$ cat src/rtl/spi_pkg.sv
// Shared definitions for the SPI-slave transaction controller.
//   state_e    : controller state encoding (3-bit)
//   RW_READ    : value of the R/W bit that selects a read frame
//   *_BITS_DEF : default frame geometry
package spi_pkg;

  typedef enum logic [2:0] {
    IDLE         = 3'd0,
    ADDR         = 3'd1,
    ADDR_LATCH   = 3'd2,
    READ_LOAD    = 3'd3,
    READ_OUT     = 3'd4,
    WRITE_GET    = 3'd5,
    WRITE_COMMIT = 3'd6,
    DONE         = 3'd7
  } state_e;

  localparam logic RW_READ = 1'b1;

  localparam int unsigned ADDR_BITS_DEF = 7;
  localparam int unsigned DATA_BITS_DEF = 8;

endpackage

$ cat src/rtl/spi_transaction_fsm_bit_counter.sv
// Bit counter for the SPI transaction controller.
//   clk    : system clock
//   clr    : synchronous clear (wins over inc)
//   inc    : increment enable
//   limit  : terminal value to compare against
//   cnt    : current count
//   tc     : combinational (cnt == limit)
module spi_bit_counter #(
  parameter int unsigned CNT_W = 4
) (
  input  logic             clk,
  input  logic             clr,
  input  logic             inc,
  input  logic [CNT_W-1:0] limit,
  output logic [CNT_W-1:0] cnt,
  output logic             tc
);

  logic [CNT_W-1:0] cnt_q, cnt_d;

  always_comb begin
    cnt_d = cnt_q;
    if (clr)      cnt_d = '0;
    else if (inc) cnt_d = cnt_q + 1'b1;
  end

  always_ff @(posedge clk) begin
    cnt_q <= cnt_d;
  end

  assign cnt = cnt_q;
  assign tc  = (cnt_q == limit);

endmodule

$ cat src/rtl/spi_transaction_fsm.sv
// Sequencer for the SPI-slave datapath. One frame per chip-select-low
// window: ADDR_BITS address bits + R/W bit, then DATA_BITS data bits.
//   clk, reset   : clock, synchronous active-high reset
//   sclkPosEdge  : one-clk strobe per conditioned SCLK rising edge
//   sclkNegEdge  : one-clk strobe per conditioned SCLK falling edge
//   csHigh       : conditioned chip select (1 = deselected)
//   rwBit        : R/W bit from the shift register after the address phase
//   addrWe       : address latch enable pulse
//   srWe         : shift register parallel-load pulse
//   dmWe         : data memory write enable pulse
//   misoBufe     : MISO tri-state buffer enable
//   busy         : state != IDLE
module spi_transaction_fsm
  import spi_pkg::*;
#(
  parameter int unsigned ADDR_BITS = ADDR_BITS_DEF,
  parameter int unsigned DATA_BITS = DATA_BITS_DEF,
  parameter int unsigned CNT_W     = 4
) (
  input  logic clk,
  input  logic reset,
  input  logic sclkPosEdge,
  input  logic sclkNegEdge,
  input  logic csHigh,
  input  logic rwBit,
  output logic addrWe,
  output logic srWe,
  output logic dmWe,
  output logic misoBufe,
  output logic busy
);

  state_e           state_q, state_d;
  logic             addr_we_q, addr_we_d;
  logic             sr_we_q, sr_we_d;
  logic             dm_we_q, dm_we_d;
  logic             miso_bufe_q, miso_bufe_d;
  logic             busy_q, busy_d;

  logic             cnt_clr, cnt_inc, cnt_tc;
  logic [CNT_W-1:0] cnt_limit;
  logic [CNT_W-1:0] cnt_val;

  // Terminal compare is on the count before the final edge, so the
  // counter is cleared on that edge and never holds the terminal value.
  spi_bit_counter #(.CNT_W(CNT_W)) u_cnt (
    .clk   (clk),
    .clr   (cnt_clr | reset),
    .inc   (cnt_inc),
    .limit (cnt_limit),
    .cnt   (cnt_val),
    .tc    (cnt_tc)
  );

  always_comb begin
    state_d   = state_q;
    cnt_clr   = 1'b0;
    cnt_inc   = 1'b0;
    cnt_limit = CNT_W'(DATA_BITS - 1);
    case (state_q)
      IDLE: begin
        cnt_clr = 1'b1;
        if (!csHigh) state_d = ADDR;
      end
      ADDR: begin
        cnt_limit = CNT_W'(ADDR_BITS);
        if (sclkPosEdge) begin
          if (cnt_tc) begin
            cnt_clr = 1'b1;
            state_d = ADDR_LATCH;
          end else begin
            cnt_inc = 1'b1;
          end
        end
      end
      ADDR_LATCH: state_d = (rwBit == RW_READ) ? READ_LOAD : WRITE_GET;
      READ_LOAD:  state_d = READ_OUT;
      READ_OUT: begin
        if (sclkNegEdge) begin
          if (cnt_tc) begin
            cnt_clr = 1'b1;
            state_d = DONE;
          end else begin
            cnt_inc = 1'b1;
          end
        end
      end
      WRITE_GET: begin
        if (sclkPosEdge) begin
          if (cnt_tc) begin
            cnt_clr = 1'b1;
            state_d = WRITE_COMMIT;
          end else begin
            cnt_inc = 1'b1;
          end
        end
      end
      WRITE_COMMIT: state_d = DONE;
      DONE: if (csHigh) state_d = IDLE;
      default: state_d = IDLE;
    endcase

    // Deselect aborts the frame and overrides any coincident counting edge.
    if (state_q != IDLE && csHigh) begin
      state_d = IDLE;
      cnt_clr = 1'b1;
      cnt_inc = 1'b0;
    end

    // Outputs are decoded from the next state so the registered strobes
    // line up with the state they belong to.
    addr_we_d   = (state_d == ADDR_LATCH);
    sr_we_d     = (state_d == READ_LOAD);
    dm_we_d     = (state_d == WRITE_COMMIT);
    miso_bufe_d = (state_d == READ_OUT);
    busy_d      = (state_d != IDLE);
  end

  always_ff @(posedge clk) begin
    if (reset) begin
      state_q     <= IDLE;
      addr_we_q   <= 1'b0;
      sr_we_q     <= 1'b0;
      dm_we_q     <= 1'b0;
      miso_bufe_q <= 1'b0;
      busy_q      <= 1'b0;
    end else begin
      state_q     <= state_d;
      addr_we_q   <= addr_we_d;
      sr_we_q     <= sr_we_d;
      dm_we_q     <= dm_we_d;
      miso_bufe_q <= miso_bufe_d;
      busy_q      <= busy_d;
    end
  end

  assign addrWe   = addr_we_q;
  assign srWe     = sr_we_q;
  assign dmWe     = dm_we_q;
  assign misoBufe = miso_bufe_q;
  assign busy     = busy_q;

endmodule

$ cat config.mk
export PLATFORM = sky130hd
export DESIGN_NAME = spi_transaction_fsm
export DESIGN_NICKNAME = d
export VERILOG_FILES = /design/src/rtl/spi_pkg.sv /design/src/rtl/spi_transaction_fsm_bit_counter.sv /design/src/rtl/spi_transaction_fsm.sv
export SDC_FILE = /design/constraint.sdc
export NUM_CORES = 1
export LEC_CHECK = 0
export CAP_MARGIN = 10
export CORE_AREA = 3 3 40 42
export CTS_BUF_LIST = sky130_fd_sc_hd__clkbuf_2 sky130_fd_sc_hd__clkbuf_4 sky130_fd_sc_hd__clkbuf_8
export DETAILED_ROUTE_END_ITERATION = 16
export DIE_AREA = 0 0 43 45
export GPL_ROUTABILITY_DRIVEN = 0
export PLACE_DENSITY = 0.69
export SLEW_MARGIN = 20
export SYNTH_ARGS = -nofsm -noshare
export SYNTH_HDL_FRONTEND = slang
export SYNTH_SLANG_ARGS = --single-unit
$ cat constraint.sdc
create_clock -name clk -period 5.4 [get_ports clk]
set_clock_uncertainty 0.2 [all_clocks]
set_input_delay 1.08 -clock clk [delete_from_list [all_inputs] [get_ports clk]]
set_output_delay 1.08 -clock clk [all_outputs]
set_load 0.05 [all_outputs]
## Yosys cells after proc, flatten, opt, wreduce, memory -nomap -nowiden

Index checks and enable logic that the tools add are counted.

- Bits in registers: 12
- Input bits: 6
- Output and inout port bits: 5

- Add/subtract/negate cells: 1
- Equality and inequality tests: 12
- Muxes and demuxes: 21
- Bitwise logic cells: 1
- Reductions and logical operators: 5

Operators by type and width:

| operator | count |
|---|---|
| 3-bit 2-to-1 mux | 10 |
| 3-bit case mux with 8 select lines | 1 |
| 3-bit equality test (second input constant) | 6 |
| 3-bit by 2-bit equality test with 1-bit output (second input constant) | 4 |
| 1-bit 2-to-1 mux | 8 |
| 3-bit nonzero test | 2 |
| 4-bit by 1-bit adder with 4-bit output (second input constant) | 1 |
| 4-bit by 3-bit equality test with 1-bit output (second input constant) | 1 |
| 3-bit by 1-bit equality test with 1-bit output (second input constant) | 1 |
| 3-bit logical NOT | 1 |
| 1-bit case mux with 3 select lines | 1 |
| 1-bit case mux with 2 select lines | 1 |
| 2-bit OR reduction | 1 |
| 1-bit logical AND | 1 |
| 1-bit bitwise OR | 1 |

## Longest topological paths before layout

Gate-level depths: netlist (run 1).

- Depth after elaboration: 6
- Mapped depth: 5
- Mapped depth without buffers: 5

## By module

From an unflattened synthesis (run 1), not the netlist that was laid out.

- Cell total of the unflattened synthesis: 64
- Area, all modules: 598.1 um2

Modules (own cells, without submodules):

| module | instances | cells each | area each (um2) | sequential area each (um2) |
|---|---|---|---|---|
| spi_transaction_fsm | 1 | 43 | 377.9 | 160.2 |
| spi_bit_counter | 1 | 21 | 220.2 | 80.1 |

## Worst setup path after synthesis (run 1)

OpenSTA, ideal clock, no wires.

- Path kind: in2reg
- From: in csHigh
- To: reg u_cnt.cnt_q[3], in the netlist u_cnt.cnt[3]
- Data arrival time: 2.137 ns
- Setup slack: 2.975 ns
- Stages on the path: 5
- Path buffers: 1
- Cell sequence: clkbuf_1 o21bai_1 nor4b_4 mux2i_1 nor4b_2

- Longest elaborated chain between the ends: 3

RTL lines:

| what | RTL line | source |
|---|---|---|
| start, declared | spi_transaction_fsm.sv:24 | `input logic csHigh,` |
| 1-bit logical AND * | spi_transaction_fsm.sv:104 | `if (state_q != IDLE && csHigh) begin` |
| 1-bit 2-to-1 mux | spi_transaction_fsm.sv:104 |  |
| 1-bit bitwise OR | spi_transaction_fsm.sv:48 | `.clr (cnt_clr \| reset),` |
| end signal, assigned | spi_transaction_fsm_bit_counter.sv:28 | `cnt_q <= cnt_d;` |
| end, declared | spi_transaction_fsm_bit_counter.sv:19 | `logic [CNT_W-1:0] cnt_q, cnt_d;` |

Every way passes the cells marked *; elsewhere a longest branch is shown, timed or not.
A chain may end at the register's enable or synchronous reset.

## Final worst setup path (run 1)

Ends and elaborated chain as after synthesis.

==> results of run 1 <==
==> worst max-delay path by stage <==
stage | startpoint | to | cells after the start
floorplan | csHigh | u_cnt.cnt[3] | 5
global placement | csHigh | misoBufe | 5
detailed placement | csHigh | u_cnt.cnt[3] | 5
CTS | csHigh | u_cnt.cnt[3] | 5
global route | csHigh | misoBufe | 5
finish | csHigh | u_cnt.cnt[3] | 5
==> metal layers <==
| metal | vias to the layer above | track usage [%] | routed length (µm) |
|---|---|---|---|
| li1 | 239 | - | - |
| met1 | 191 | 17.8 | 575 |
| met2 | 10 | 13.8 | 381 |
| met3 | 4 | 3.59 | 41 |
| met4 | 0 | 10.8 | 41 |
| met5 | - | 0 | 0 |
==> report_power, final <==
group / leakage (nW) / switching [W] / total, W / internal [W]
Sequential: 0.0971 / 0.000000978 / 0.0000903 / 0.0000893
Clock: 0.0210 / 0.0000278 / 0.0000687 / 0.0000409
Combinational: 0.141 / 0.00000677 / 0.0000147 / 0.00000788
==> critical path: cells and delay by family <==
| kind | cells | cell delay, ns |
|---|---|---|
| and+or+nand+nor | 2 | 0.63 |
| buffers and inverters | 1 | 0.55 |
| AOI/OAI and AO/OA | 1 | 0.25 |
| muxes | 1 | 0.15 |
==> kinds of logic (layout without fill, tap and decap cells) <==
group	after synthesis	count (layout)	share of synthesized area [%]
AND/OR/NAND/NOR	28	28	33.4
AO/OA/AOI/OAI	10	10	14.2
adder cells (fa/ha/maj)	1	1	2.15
buffers and inverters	2	15	1.29
flip-flops	12	12	41.4
XOR/XNOR	1	1	1.51
multiplexers	3	3	6.03
==> final cells by class <==
cell class	instances	area share [%]
Timing Repair Buffer	10	13.7
Clock buffer	4	4.96
Sequential cell	12	32.8
Inverter	1	0.513
Multi-Input combinational cell	43	45.5
Tap cell	15	2.56
==> synthesized netlist by cell type <==
| master | instances |
|---|---|
| ha_1 | 1 |
| and2_1 | 1 |
| and3b_1 | 1 |
| and4bb_2 | 1 |
| a21boi_0 | 1 |
| mux2_4 | 1 |
| o21bai_1 | 1 |
| nor4_1 | 1 |
| nand2_1 | 2 |
| nand2b_1 | 3 |
| dfxtp_1 | 12 |
| o21ai_0 | 1 |
| a31oi_1 | 1 |
| and4_1 | 1 |
| nor2_1 | 6 |
| a21bo_2 | 1 |
| xnor2_1 | 1 |
| nor3b_1 | 1 |
| o211ai_1 | 1 |
| mux2i_1 | 2 |
| nor4b_2 | 1 |
| nor4b_4 | 1 |
| nand3b_1 | 1 |
| a21oi_1 | 1 |
| or4b_1 | 1 |
| and3_1 | 1 |
| nor3_1 | 4 |
| inv_1 | 1 |
| nand4_1 | 1 |
| nor2b_1 | 1 |
| a221oi_2 | 1 |
| clkbuf_1 | 1 |
| o211a_1 | 1 |
| a311oi_1 | 1 |
==> stage by stage <==
| stage | util (%) | total power [W] | hold WS (ns) | instance area, µm² | instances |
|---|---|---|---|---|---|
| floorplan | - | 0.000101 | 0.311 | 581 | 57 |
| CTS | 57.0 | 0.000177 | 0.361 | 732 | 85 |
| global route | 57.0 | 0.000182 | 0.415 | 732 | 85 |
| finish | 57.0 | 0.000174 | 0.363 | 732 | 85 |
| global placement | 54.1 | 0.000107 | 0.346 | 696 | 81 |
| detailed placement | 54.1 | 0.000107 | 0.351 | 696 | 81 |
==> flip-flops by register name (all words and copies together) (netlist names) <==
register	flops
state_q	3
misoBufe	1
u_cnt.cnt	4
srWe	1
dmWe	1
busy	1
addrWe	1
==> results_dict.tcl, run 1 <==
set metrics [dict create \
    clk_pin_slew_ns 0.07 \
    final_common_cell "dfxtp_1" \
    min_from "u_cnt.cnt[1]" \
    slew_headroom_pct 64.1 \
    grt_antenna_before_repair 0 \
    path_max_fanout 9 \
    pre_cts_ws_ns 2.43 \
    crit_slowest_cell "clkdlybuf4s50_1" \
    final_max_slew_viol_count 0 \
    fmax_mhz 372 \
    r2r_cells 5 \
    ff2ff_setup_slack_ns 3.46 \
    dr.first_iter.drc_count 5 \
    synth_warnings 0 \
    cts_tree "built" \
    maxCapViolations 0 \
    gr-usage-all-layers_pct 12.2 \
    grt_max_degree 10 \
    period_share_pct 49.8 \
    hold_depth 2 \
    syn_area_um2 581 \
    fin_nets 78 \
    core_region_area_mm2 0.00128 \
    syn-num-nets 64 \
    antenna_cells 0 \
    clk-insertion-delay-late_ns 0.26 \
    hold_class "register to register" \
    nFillCells 119 \
    start_util_pct 45.2 \
    first_pass_iters 3 \
    fin_ws_ns 2.71 \
    die_y_um 45 \
    hold_buffers 0 \
    fin_setup_tns_ns 0 \
    layout_common_cells "dfxtp_1 (12), clkdlybuf4s50_1 (10), nor2_1 (6), nor3_1 (4)" \
    wirelength_um 1040 \
    worstPathArrival_ns 2.67 \
    via_count 444 \
    power.density_mw_per_mm2 237 \
    grt_pass1_vias 395 \
    drc 0 \
    port_buffers 10 \
    std_cell_rows 13 \
    synth_cell_types 34 \
    worstPathCellList "clkdlybuf4s50_1, o21bai_1, nor4b_4, mux2i_1, nor4b_2" \
    cp-start-kind "primary input" \
    drtAntennaViolNets 0 \
    fin_crit_ns 2.69 \
    die_area_mm2 0.00194 \
    multi_input_area_um2 333 \
    overflow 0 \
    worstSetupEndpointType "register" \
    syn_inst 57 \
    cts.repair.resized 0 \
    worst_slew_pin_slew_ns 0.535 \
    vdd_drop_max_uv 188 \
    htreeDepth 1 \
    io_pins 11 \
    vias_per_cell 5.22 \
    setup_viol 0 \
    area_delta_synth_final_pct 26.1 \
    avgSynthCellArea_um2 10.2 \
    dieWidth_um 43 \
    leakage_nw 0.260 \
    post-cts-setup-buffer-count 0 \
    finalHoldViolations 0 \
    yosys.area.top_type "dfxtp_1" \
    wl_per_cell_um 12.2 \
    dp_hpwl_um 744 \
    clk_path_buf_depth 2 \
    yosysSeqAreaShare_pct 41.4 \
    r2r_end "u_cnt.cnt[3]" \
    numCtsBuffers 3 \
    synth_area_leaders "dfxtp_1 (41%), nor4b_4 (4.1%), nor2_1 (3.9%)" \
    min_to "u_cnt.cnt[1]" \
    drive_above_1_share_pct 14.3 \
    path_class "primary input to register" \
    r2r-start "u_cnt.cnt[0]" \
    cp_slowest_stage_delay_ns 0.55 \
    cts_sinks 12 \
    ys_ff_latch 12 \
    cts-root-buf "clkbuf_4" \
    worstPathRequired_ns 5.38 \
    rsz0062_at_grt "false" \
    grt_pass1_wl_um 1670 \
    seqCellArea_um2 240 \
    status "finished, final reports clean" \
    synth_top_cell_area_share_pct 41.4 \
]
Power figures use the tool's default switching activity.
==> run 2, diff against run 1 <==
- PLACE_DENSITY: 0.69 -> 0.71
- clock period: 5.4 -> 2.2 ns (I/O delays scaled with it)
==> results_dict.tcl, run 2 (synthesized netlist as in run 1, its figures left out) <==
set metrics [dict create \
    fin_cells 89 \
    slew_headroom_pct 66.9 \
    clk_pin_slew_ns 0.07 \
    grt_antenna_before_repair 0 \
    drtAntennaViolNets 0 \
    post-cts-setup-buffer-count 0 \
    wl_per_cell_um 12.5 \
    area_delta_synth_final_pct 31.2 \
    p_int_w 0.000342 \
    port_buffers 10 \
    largest_reg_flops 4 \
    numCtsBuffers 3 \
    io_pins 11 \
    vdd_drop_max_uv 418 \
    std_cell_rows 13 \
    maxCapViolations 0 \
    cts_sinks 12 \
    worstSetupEndpointType "primary output" \
    crit_family "buffers and inverters" \
    drive_above_1_share_pct 18.9 \
    power_w 0.000440 \
    start_util_pct 45.2 \
    dr.first_iter.drc_count 10 \
    fin_crit_ns 2.03 \
    wirelength_um 1110 \
    use_met1_pct 16.8 \
    place_area_um2 726 \
    grt_max_degree 9 \
    rsz0062_at_grt "false" \
    die_y_um 45 \
    dp_cells 85 \
    cp_num_buf_inv 1 \
    gr-usage-met2_pct 18.0 \
    p_comb_share_pct 9.1 \
    setup_viol 0 \
    finalHoldViolations 0 \
    grt_pass1_wl_um 1810 \
    worstPathCellList "clkdlybuf4s50_1" \
    netSwitchingPower_w 0.0000982 \
    leakage_nw 0.279 \
    cts.repair.resized 0 \
    cp_slowest_stage_delay_ns 0.79 \
    fin_nets 82 \
    fmax_mhz 493 \
    met3_usage_pct 3.59 \
    clk_path_buf_depth 2 \
    period_share_pct 92.3 \
    drc 0 \
    layout_common_cells "dfxtp_1 (12), clkdlybuf4s50_1 (10), nor2_1 (6), nor3_1 (4), buf_4 (4)" \
    p_sw_share_pct 22.3 \
    core_region_area_mm2 0.00128 \
    die_area_mm2 0.00194 \
    dieWidth_um 43 \
    hold_buffers 0 \
    first_pass_iters 4 \
    cp-start-kind "register" \
    hold_class "register to register" \
    dp_hpwl_um 826 \
    final_common_cell "dfxtp_1" \
    worst_slew_pin_slew_ns 0.496 \
    worstPathArrival_ns 1.39 \
    power.density_mw_per_mm2 578 \
    top_usage_layer "met2" \
    vias_per_cell 5.42 \
    via_count 482 \
    status "finished, final reports clean" \
    gr-usage-all-layers_pct 12.8 \
    finalHoldWorstSlack_ns 0.361 \
    clk-insertion-delay-late_ns 0.28 \
    path_class "register to primary output" \
    overflow 0 \
    grt_pass1_vias 424 \
    htreeDepth 1 \
    worstPathRequired_ns 1.56 \
    fin_setup_tns_ns 0 \
    p_seq_share_pct 50.4 \
    cts_tree "built" \
    path_max_fanout 1 \
    stdcell_area_um2 762 \
    p_clk_share_pct 40.5 \
    crit_slowest_cell "clkdlybuf4s50_1" \
    cts-root-buf "clkbuf_4" \
    final_max_slew_viol_count 0 \
    antenna_cells 0 \
]
==> run 2: cell count changes in the layout (fill, tap and decap cells not counted) <==
cell   delta
buf_4     +4
==> run 2: metal layers <==
metal,wire length (µm),up-vias,part of all wire [%]
met3,56,3,5.0
met1,574,221,52
li1,-,247,-
met5,0,-,0
met2,457,11,41
met4,22,0,2.0
==> run 2: stage by stage <==
| stage | setup slack, ns | utilization [%] |
|---|---|---|
| floorplan | 0.408 | - |
| global placement | 0.0869 | 56.5 |
| detailed placement | 0.100 | 56.5 |
| CTS | 0.157 | 59.3 |
| global route | 0.126 | 59.3 |
| finish | 0.170 | 59.3 |
==> run 2: worst paths after layout <==
| kind | startpoint | end | slack (ns) | depth (start not counted) |
|---|---|---|---|---|
| worst max-delay path | busy | busy | 0.17 | 1 |
| worst min register to register | u_cnt.cnt[2] | u_cnt.cnt[2] | 0.36 | 2 |
| worst max register to register | u_cnt.cnt[0] | addrWe | 0.35 | 5 |
| worst min-delay path | u_cnt.cnt[2] | u_cnt.cnt[2] | 0.36 | 2 |
==> run 2: layout make-up <==
type / count / area (µm²)
clock buffer: 4 / 36.3
fill: 121 / 523
inverter: 1 / 3.75
multi-input combinational: 43 / 333
sequential: 12 / 240
tap: 15 / 18.8
timing repair buffer: 14 / 130
==> run 2: worst min-delay path, stage by stage (launching register included) <==
cell and delay, ns:
dfxtp_1 0.36, nor2_1 0.11, nor3_1 0.05
==> run 2: power by group through the flow <==
stage / Clock [W] / Sequential, W / Combinational [W]
after CTS: 0.000184 / 0.000222 / 0.0000402
after global placement: 0 / 0.000227 / 0.0000399
after detailed placement: 0 / 0.000227 / 0.0000397
after global routing: 0.000196 / 0.000222 / 0.0000430
after floorplan: 0 / 0.000230 / 0.0000182
final: 0.000178 / 0.000222 / 0.0000398
